$ cat src/rtl/card_pkg.sv
// Shared card encodings and FSM state type for the dealer slice.
// Rank code 0..12 = A,2..10,J,Q,K; helpers keep probe arithmetic in that range.
package card_pkg;
   localparam int CARD_W    = 4;
   localparam int NUM_RANKS = 13;

   localparam logic [CARD_W-1:0] RANK_A  = 4'd0;
   localparam logic [CARD_W-1:0] RANK_2  = 4'd1;
   localparam logic [CARD_W-1:0] RANK_3  = 4'd2;
   localparam logic [CARD_W-1:0] RANK_4  = 4'd3;
   localparam logic [CARD_W-1:0] RANK_5  = 4'd4;
   localparam logic [CARD_W-1:0] RANK_6  = 4'd5;
   localparam logic [CARD_W-1:0] RANK_7  = 4'd6;
   localparam logic [CARD_W-1:0] RANK_8  = 4'd7;
   localparam logic [CARD_W-1:0] RANK_9  = 4'd8;
   localparam logic [CARD_W-1:0] RANK_10 = 4'd9;
   localparam logic [CARD_W-1:0] RANK_J  = 4'd10;
   localparam logic [CARD_W-1:0] RANK_Q  = 4'd11;
   localparam logic [CARD_W-1:0] RANK_K  = 4'd12;

   typedef enum logic {
      ST_IDLE = 1'b0,
      ST_DRAW = 1'b1
   } state_t;

   function automatic logic [CARD_W-1:0] rank_mod(input logic [CARD_W-1:0] v);
      return (v > RANK_K) ? v - 4'd13 : v;
   endfunction

   function automatic logic [CARD_W-1:0] next_rank(input logic [CARD_W-1:0] v);
      return (v >= RANK_K) ? RANK_A : v + 4'd1;
   endfunction
endpackage

$ cat src/rtl/card_lfsr.sv
// Free-running 16-bit Fibonacci LFSR, x^16+x^14+x^13+x^11+1, loaded with SEED on reset.
// Advances every clock; no enable, no backpressure.
module card_lfsr #(
   parameter logic [15:0] SEED = 16'hACE1
) (
   input  logic        i_Clk,
   input  logic        i_Rst_n,
   output logic [15:0] q
);
   logic [15:0] lfsr_q;
   logic [15:0] lfsr_d;

   always_comb begin
      lfsr_d = {lfsr_q[14:0], lfsr_q[15] ^ lfsr_q[13] ^ lfsr_q[12] ^ lfsr_q[10]};
   end

   always_ff @(posedge i_Clk or negedge i_Rst_n) begin
      if (!i_Rst_n) lfsr_q <= SEED;
      else          lfsr_q <= lfsr_d;
   end

   assign q = lfsr_q;
endmodule

$ cat src/rtl/card_dealer.sv
// Shoe of DECKS x 52 cards dealing one random undealt rank per request; o_Valid 2..MAX_TRIES+14 cycles after i_Req,
// no queueing (requests ignored while busy or during the o_Valid cycle). DEALER_FORCE_EN adds forced-card ports.
module card_dealer
   import card_pkg::*;
#(
   parameter int          DECKS     = 1,
   parameter logic [15:0] LFSR_SEED = 16'hACE1,
   parameter int          MAX_TRIES = 16
) (
   input  logic              i_Clk,
   input  logic              i_Rst_n,
   input  logic              i_Shuffle,
   input  logic              i_Req,
`ifdef DEALER_FORCE_EN
   input  logic              i_Force_Valid,
   input  logic [CARD_W-1:0] i_Force_Card,
`endif
   output logic [CARD_W-1:0] o_Card,
   output logic              o_Valid,
   output logic              o_Busy,
   output logic              o_Empty,
   output logic [7:0]        o_Remaining
);
   localparam int                TRY_W     = (MAX_TRIES < 1) ? 1 : $clog2(MAX_TRIES + 1);
   localparam logic [TRY_W-1:0]  TRY_MAX   = TRY_W'(MAX_TRIES);
   localparam logic [CARD_W-1:0] RANK_FULL = CARD_W'(4 * DECKS);
   localparam logic [7:0]        SHOE_FULL = 8'(52 * DECKS);

   logic [15:0]       lfsr;
   logic              lfsr_unused;
   logic [CARD_W-1:0] rand_cand;

   state_t            state_q, state_d;
   logic [TRY_W-1:0]  tries_q, tries_d;
   logic [CARD_W-1:0] probe_q, probe_d;
   logic [CARD_W-1:0] cnt_q [NUM_RANKS];
   logic [CARD_W-1:0] cnt_d [NUM_RANKS];
   logic [CARD_W-1:0] card_q, card_d;
   logic              valid_q, valid_d;
   logic              busy_q, busy_d;
   logic              empty_q, empty_d;
   logic [7:0]        remaining_q, remaining_d;

   logic [15:0]       avail;
   logic              random_phase;
   logic [CARD_W-1:0] cand;
   logic              force_hit;
   logic [CARD_W-1:0] force_card;
   logic              hit;
   logic [CARD_W-1:0] hit_card;

   card_lfsr #(.SEED(LFSR_SEED)) u_lfsr (
      .i_Clk   (i_Clk),
      .i_Rst_n (i_Rst_n),
      .q       (lfsr)
   );

   assign rand_cand   = lfsr[3:0];
   assign lfsr_unused = ^lfsr[15:4];

   // Upper bits stay zero so any out-of-range candidate reads as unavailable.
   always_comb begin
      avail = '0;
      for (int i = 0; i < NUM_RANKS; i++) avail[i] = (cnt_q[i] != '0);
   end

   always_comb begin
      force_hit  = 1'b0;
      force_card = '0;
`ifdef DEALER_FORCE_EN
      force_card = i_Force_Card;
      force_hit  = i_Force_Valid && (i_Force_Card <= RANK_K) && avail[i_Force_Card]
                   && random_phase && (tries_q == '0);
`endif
   end

   always_comb begin
      state_d      = state_q;
      tries_d      = tries_q;
      probe_d      = probe_q;
      cnt_d        = cnt_q;
      card_d       = card_q;
      valid_d      = 1'b0;
      remaining_d  = remaining_q;
      hit          = 1'b0;
      hit_card     = '0;
      random_phase = (tries_q < TRY_MAX);
      cand         = random_phase ? rand_cand : probe_q;

      if (i_Shuffle) begin
         state_d     = ST_IDLE;
         remaining_d = SHOE_FULL;
         for (int i = 0; i < NUM_RANKS; i++) cnt_d[i] = RANK_FULL;
      end else if (state_q == ST_IDLE) begin
         if (i_Req && !empty_q && !valid_q) begin
            state_d = ST_DRAW;
            tries_d = '0;
            probe_d = rank_mod(rand_cand);
         end
      end else begin
         if (force_hit) begin
            hit      = 1'b1;
            hit_card = force_card;
         end else if ((cand <= RANK_K) && avail[cand]) begin
            hit      = 1'b1;
            hit_card = cand;
         end else if (random_phase) begin
            tries_d = tries_q + 1'b1;
            if (tries_d == TRY_MAX) probe_d = rank_mod(rand_cand);
         end else begin
            probe_d = next_rank(probe_q);
         end

         if (hit) begin
            state_d = ST_IDLE;
            card_d  = hit_card;
            valid_d = 1'b1;
            if (remaining_q != '0) remaining_d = remaining_q - 8'd1;
            for (int i = 0; i < NUM_RANKS; i++) begin
               if (hit_card == CARD_W'(i)) cnt_d[i] = cnt_q[i] - 1'b1;
            end
         end
      end

      busy_d  = (state_d == ST_DRAW);
      empty_d = (remaining_d == '0);
   end

   always_ff @(posedge i_Clk or negedge i_Rst_n) begin
      if (!i_Rst_n) begin
         state_q     <= ST_IDLE;
         tries_q     <= '0;
         probe_q     <= '0;
         card_q      <= '0;
         valid_q     <= 1'b0;
         busy_q      <= 1'b0;
         empty_q     <= 1'b0;
         remaining_q <= SHOE_FULL;
         for (int i = 0; i < NUM_RANKS; i++) cnt_q[i] <= RANK_FULL;
      end else begin
         state_q     <= state_d;
         tries_q     <= tries_d;
         probe_q     <= probe_d;
         card_q      <= card_d;
         valid_q     <= valid_d;
         busy_q      <= busy_d;
         empty_q     <= empty_d;
         remaining_q <= remaining_d;
         cnt_q       <= cnt_d;
      end
   end

   assign o_Card      = card_q;
   assign o_Valid     = valid_q;
   assign o_Busy      = busy_q;
   assign o_Empty     = empty_q;
   assign o_Remaining = remaining_q;
endmodule

$ cat config.mk
export PLATFORM = sky130hd
export DESIGN_NAME = card_dealer
export DESIGN_NICKNAME = d
export VERILOG_FILES = /design/src/rtl/card_pkg.sv /design/src/rtl/card_lfsr.sv /design/src/rtl/card_dealer.sv
export SDC_FILE = /design/constraint.sdc
export NUM_CORES = 1
export LEC_CHECK = 0
export CORE_ASPECT_RATIO = 1.5
export CORE_MARGIN = 5
export CORE_UTILIZATION = 60
export DETAILED_ROUTE_END_ITERATION = 6
export PLACE_DENSITY = 0.79
export SYNTH_ARGS = -nofsm -noshare
export SYNTH_HDL_FRONTEND = slang
export SYNTH_SLANG_ARGS = --single-unit
export TNS_END_PERCENT = 20
$ cat constraint.sdc
create_clock -name i_Clk -period 5.85 [get_ports i_Clk]
set_input_delay 1.755 -clock i_Clk [delete_from_list [all_inputs] [get_ports i_Clk]]
set_output_delay 1.755 -clock i_Clk [all_outputs]
set_load 0.02 [all_outputs]
---- Word-level counts from Yosys, hierarchy flattened ----
Cells that the tools add are included.
storage, ports and cells
  register bits ........................... 92
  input port bits ......................... 4
  output and inout port bits .............. 15
  word-level logic and storage cells ...... 163
operators by class
  add/subtract/negate cells ............... 17
  order comparisons ....................... 5
  eq/ne operators ......................... 16
  muxes and demuxes ....................... 47
  bitwise operators ....................... 4
  reduce and logical (&&, ||, !) cells .... 53
operators with widths
  kind                                                                          number
  52-bit two-way mux                                                            3
  4-bit two-way mux                                                             24
  4-bit nonzero test                                                            13
  4-bit by 1-bit subtractor with 4-bit output, second input constant            13
  3-bit AND reduction                                                           14
  8-bit two-way mux                                                             4
  2-bit nonzero test                                                            16
  4-bit == test, second input constant                                          5
  5-bit two-way mux                                                             4
  4-bit by 3-bit == test with 1-bit output, second input constant               4
  1-bit two-way mux                                                             11
  4-bit by 2-bit == test with 1-bit output, second input constant               2
  8-bit zero test                                                               1
  4-bit AND reduction                                                           2
  8-bit nonzero test                                                            1
  8-bit by 1-bit subtractor with 8-bit output, second input constant            1
  5-bit by 1-bit adder with 5-bit output, second input constant                 1
  5-bit == test, second input constant                                          1
  4-bit by 5-bit less-than comparator with 1-bit output, second input constant  1
  5-bit less-than comparator, second input constant                             1
  4-bit by 1-bit adder with 4-bit output, second input constant                 1
  1-bit binary-select mux with 4-bit select                                     1
  4-bit by 1-bit == test with 1-bit output, second input constant               1
  4-bit greater-or-equal comparator, second input constant                      1
  11 further kinds                                                              16

---- Logic depth before layout (Yosys ltp) ----
  depth in word-level cells ............... 13
  mapped depth ............................ 12
  depth with buffers taken out ............ 10

---- Cells and area by module ----
Synthesis repeated with hierarchy kept, for this count alone.
unflattened totals
  cell total of the unflattened synthesis .. 475
  area total of the unflattened synthesis .. 4750.8 um^2
by module, submodules not included
  module       times used  cells an instance  area an instance (um^2)  sequential area each (um^2)
  card_dealer  1           441                4201.5                   1921.8
  card_lfsr    1           34                 549.3                    410.4

---- Worst setup path after synthesis ----
OpenSTA, ideal clock, no wires.
  path type ............................... input-to-reg
  from .................................... input i_Req
  to ...................................... register probe_q[3]
  setup time .............................. 124 ps
  arrival time ............................ 2950 ps
  required time ........................... 5726 ps
  slack ................................... 2777 ps
  stages on the path ...................... 7
  buffers on the path ..................... 1
  cells stage by stage .................... nor3b_1 nor2_1 or4_1 clkbuf_1 a31o_2 o21ai_1 o21ai_1
on the way
  cells in the longest elaborated chain, start to end .. 4
RTL lines
  item                            RTL line            RTL
  from (decl)                     card_dealer.sv:13   input logic i_Req,
  1-bit logical AND (2 in a row)  card_dealer.sv:95   if (i_Req && !empty_q && !valid_q) begin
  2-bit nonzero test (no line)    -
  4-bit AND reduction (no line)   -
  to (signal assigned)            card_dealer.sv:143  probe_q <= probe_d;
  to (decl)                       card_dealer.sv:35   logic [CARD_W-1:0] probe_q, probe_d;
No other way between the ends.
A chain may end at the register's enable or synchronous reset.

---- Worst setup path in the final report ----
  from .................................... register tries_q[4]
  to ...................................... register empty_q, in the netlist o_Empty
on the way
  cells in the longest elaborated chain, start to end .. 12
  elaborated cells on any way between the ends .. 13
  those cells by class .................... order compare: 2; mux: 9; reduce/logical: 2
RTL lines
  item                                       RTL line            RTL
  from (decl)                                card_dealer.sv:34   logic [TRY_W-1:0] tries_q, tries_d;
  from (signal assigned)                     card_dealer.sv:142  tries_q <= tries_d;
  5-bit less-than comparator *               card_dealer.sv:87   random_phase = (tries_q < TRY_MAX);
  4-bit two-way mux *                        card_dealer.sv:88   cand = random_phase ? rand_cand : probe_q;
  1-bit binary-select mux with 4-bit select  card_dealer.sv:104  end else if ((cand <= RANK_K) && avail[cand]) begin
  1-bit two-way mux (implied by the code)    card_dealer.sv:104
  1-bit logical AND *                        card_dealer.sv:104
  1-bit two-way mux *                        card_dealer.sv:104
  1-bit two-way mux *                        card_dealer.sv:94   end else if (state_q == ST_IDLE) begin
  1-bit two-way mux *                        card_dealer.sv:90   if (i_Shuffle) begin
  8-bit two-way mux *                        card_dealer.sv:114  if (hit) begin
  8-bit two-way mux *                        card_dealer.sv:94
  8-bit two-way mux *                        card_dealer.sv:90
  8-bit zero test *                          card_dealer.sv:126  empty_d = (remaining_d == '0);
  named net empty_d                          card_dealer.sv:41   logic empty_q, empty_d;
  to (signal assigned)                       card_dealer.sv:147  empty_q <= empty_d;
  to (decl)                                  card_dealer.sv:41
The timed path passes the listed nets; every way through them passes the cells marked *. The select of a mux whose other input is x is not followed.

==> PnR_summary.wiki <==
{| class="wikitable"
! Metric !! Value
|-
| Vias per cell || between 5 and 6
|-
| Number of sinks on the clock net || 92
|-
| HP Class || register to register
|-
| Sequential cell area fraction in the yosys report || 48.8%
|-
| Multiplexer share of the synthesized area || 3.04%
|-
| Crit path max fanout || 20
|-
| Largest net degree at the start of global routing || 93
|-
| Detailed Place HPWL || a little over 6 mm
|-
| Endpoint of the worst hold-timing path || u_lfsr.q[5]
|-
| Final count of pins violating max slew || 0
|-
| Result of the run || finished, final reports clean
|-
| Post-Place Setup Slack || approximately 2.1 ns
|-
| Number of distinct library cells after synthesis || between 60 and 70
|-
| Global-route wire length before repair || around 17 mm
|-
| Share of the clock period used by the worst path after layout || between 60% and 70%
|-
| Most frequent standard cell in the layout excluding fill and tap cells || dfrtp_1
|-
| R2R Setup Slk || between 2 and 2.5 ns
|-
| Die boundary width || approximately 83 um
|-
| Cell area power density || roughly 280 nW/um^2
|-
| Hold path start || u_lfsr.q[4]
|-
| Die outline height || around 120 um
|-
| Post-cts gate resize count || 0
|-
| Asr flop ratio synth || 100%
|-
| Total of buffers placed on input and output ports || 18
|-
| TritonCTS clock tree || built
|-
| Post-DRT Antenna Nets || 0
|-
| Die Footprint || approximately 9900 um^2
|-
| Total of warnings raised by yosys || 0
|-
| Compound-gate portion of the synthesized area || roughly an eighth
|-
| Detailed-routing iteration count for the pre-antenna-repair pass || 4
|-
| Average wire per standard cell || 15.7 um
|-
| LEAKAGE || 2.20 nW
|-
| Worst-case headroom to the max-slew limit || about a quarter
|-
| Number of enable-type register cells in the synthesized netlist || 0
|-
| Post-route design area || 5340 um^2
|-
| Synthesized net count || 500
|-
| Maximum root-to-sink buffer count || 2
|-
| DRC violations left || 0
|-
| Synth top area share || 35.6%
|-
| Worst Tran Pin Value || approximately 1.1 ns
|-
| Synth area leaders || dfrtp_1, dfstp_2, ha_1, nor2_1, xnor2_1
|-
| Proportion of layout cells with a drive suffix above 1 || 12.1%
|-
| Upper clock frequency limit || about 0.26 GHz
|-
| Hold path cells || 0
|-
| Number of antenna violations at the first check in global routing || 0
|-
| Minimum clock period || roughly 3.8 ns
|-
| Starting density of the core || between 60% and 70%
|-
| Maximum Capacitance Violations || 0
|-
| Total wirelength of the detailed-routed design || 9.41 mm
|-
| Adder and majority gate portion of the synthesized area || 4.72%
|-
| Synthesis-to-finish area growth || 11.9%
|-
| Post-Place Cell Area || 5010 um^2
|-
| Number of setup violations in the final report || 0
|-
| Cell type with the highest aggregate area in the netlist || dfrtp_1
|-
| Global placer's final weighted congestion || between 0.8 and 0.9
|-
| Number of cell instances on the worst register-to-register path || 8
|-
| Kind of end point of the critical path || register
|-
| Worst clock skew || ~0.0094 ns
|-
| TritonCTS Buffers || 9
|-
| Final critical-path setup slack || ~2.1 ns
|-
| Cell area after synthesis || around 4800 um^2
|-
| Detailed router's first-iteration violation count || 266
|-
| Launching element type of the critical path || register
|-
| Post-Synthesis Cells || between 400 and 500
|-
| H-tree depth reported by CTS || 3
|-
| Setup Total Neg Slack || 0 ns
|-
| Worst Path Required || about 6 ns
|-
| RSZ-0062 raised after global routing || false
|-
| Number of core rows || 40
|-
| Worst setup path category || register to register
|-
| Most used cells in the layout excluding fill and tap cells || dfrtp_1, nor2_1, inv_1
|-
| Sum of overflow across all layers after global routing || 0
|-
| Terminus of the critical flop-to-flop path || o_Empty
|-
| Clock input transition at the sequential cells of the worst setup and hold paths || 0.06 ns
|-
| Final standard cell count with taps included and fillers excluded || 600
|-
| Total Routing Usage GR || between 20 and 25%
|-
| Number of cells after detailed placement || a little under 600
|-
| Routed via count || between 3000 and 4000
|-
| R2r startpoint || tries_q[4]
|-
| Hold Fails Final Rpt || 0
|-
| Final net count || 512
|-
| Mapped Avg Cell Area || 9.99 um^2
|-
| Top-level port count || 19
|-
| Root Buffer || clkbuf_16
|-
| Total of hold buffers inserted after clock tree synthesis || 0
|-
| Util after Layout || around two thirds
|-
| Count of state elements after synthesis || ~90
|-
| Combinational family with the most area after synthesis || simple AND/OR/NAND/NOR gates
|-
| Simple-Gate Fraction of Synth Area || between 20% and 30%
|-
| Most used flip-flop cell after synthesis || dfrtp_1
|-
| Post-synthesis xor/xnor area fraction || 6.60%
|-
| Clock latency reported for the late side of the worst-skew pair || 0.34 ns
|-
| Worst-case vdd ir drop || between 0.15 and 0.2 mV
|-
| Number of global-route vias before repair || ~3500
|-
| Critical Path AT || around 4 ns
|-
| Count of buffers added by post-CTS timing repair for setup || 0
|-
| Placeable core region || between 7000 and 8000 um^2
|-
| Antenna diode instance count || 0
|}
worst max-delay path by stage:
| stage | start | end | slack (ns) | depth (start not counted) |
|---|---|---|---|---|
| after global placement | tries_q[4] | o_Empty | 2.21 | 8 |
| after global routing | tries_q[4] | o_Empty | 1.82 | 8 |
| after detailed placement | tries_q[4] | o_Empty | 2.14 | 8 |
| after CTS | tries_q[4] | o_Empty | 2.10 | 8 |
| final | tries_q[4] | o_Empty | 2.07 | 8 |
| after floorplan | i_Req | probe_q[3] | 2.78 | 7 |
critical path, cell delays in order (launching register included):
cell and delay (ns):
dfrtp_1 0.80, mux2i_2 0.62, mux2_2 0.41, a22o_4 0.25
nor3_4 0.45, a2bb2oi_1 0.52, and3_1 0.23, o311ai_1 0.10
nor4_1 0.27
state kept, by name, summed over array words and instances, names as in the netlist:
name and flops:
o_Valid 1, o_Card 4, probe_q 4, u_lfsr.q 16, o_Empty 1, o_Remaining 8, cnt_q 52, tries_q 5
o_Busy 1
power by group:
group | total [mW] | switching (mW) | internal (mW) | leakage (nW)
combinational | 0.177 | 0.102 | 0.0751 | 0.860
sequential | 0.699 | 0.0324 | 0.667 | 1.19
clock | 0.645 | 0.227 | 0.418 | 0.157
layout make-up:
type / instances / area, um^2
inverter: 38 / 143
clock inverter: 4 / 97.6
tap: 105 / 131
sequential: 92 / 2330
fill: 625 / 2570
clock buffer: 12 / 236
timing repair buffer: 19 / 180
multi-input combinational: 330 / 2220
logic make-up (layout without fill, tap and decap cells):
logic type	Yosys count	in the layout
AND/OR/NAND/NOR	182	182
buffers and inverters	56	73
adder cells (fa/ha/maj)	18	18
multiplexers	12	12
XOR/XNOR	36	36
flip-flops	92	92
AO/OA/AOI/OAI	82	82
layer usage:
| layer | vias up | part of all wire [%] | GRT usage [%] | wire length (um) |
|---|---|---|---|---|
| met5 | - | 0 | 0 | 0 |
| met4 | 0 | 3.1 | 12.1 | 293 |
| met1 | 1742 | 41 | 24.8 | 3840 |
| met2 | 73 | 53 | 35.2 | 4960 |
| li1 | 1681 | - | - | - |
| met3 | 19 | 3.3 | 2.49 | 315 |
cells in the mapped netlist (2+ instances only):
cell and count:
a211oi_1 10, a21oi_1 21, a22o_1 2, a22oi_1 2, a311oi_1 3, a32oi_1 3
and2_1 5, and3_1 7, clkbuf_1 16, dfrtp_1 68, dfstp_2 24, ha_1 18
inv_1 38, mux2_2 2, mux2_4 2, mux2i_1 4, mux2i_2 3, nand2_1 26
nand2b_1 5, nand3_1 12, nand4_1 3, nor2_1 58, nor2b_1 6, nor3_1 19
nor3b_1 10, nor4_1 5, nor4b_1 2, o2111ai_1 2, o211ai_1 3, o21ai_0 7
o21ai_1 9, o21bai_1 6, or2_2 4, or3_1 3, or3b_1 3, or4_1 6
xnor2_1 23, xor2_1 13
through the flow:
| stage | hold slack (ns) | total power, mW |
|---|---|---|
| floorplan | 0.331 | 0.812 |
| global placement | 0.337 | 0.875 |
| detailed placement | 0.338 | 0.884 |
| CTS | 0.352 | 1.54 |
| global route | 0.366 | 1.58 |
| finish | 0.351 | 1.52 |
Note: power is estimated with default switching activity, not from simulation.
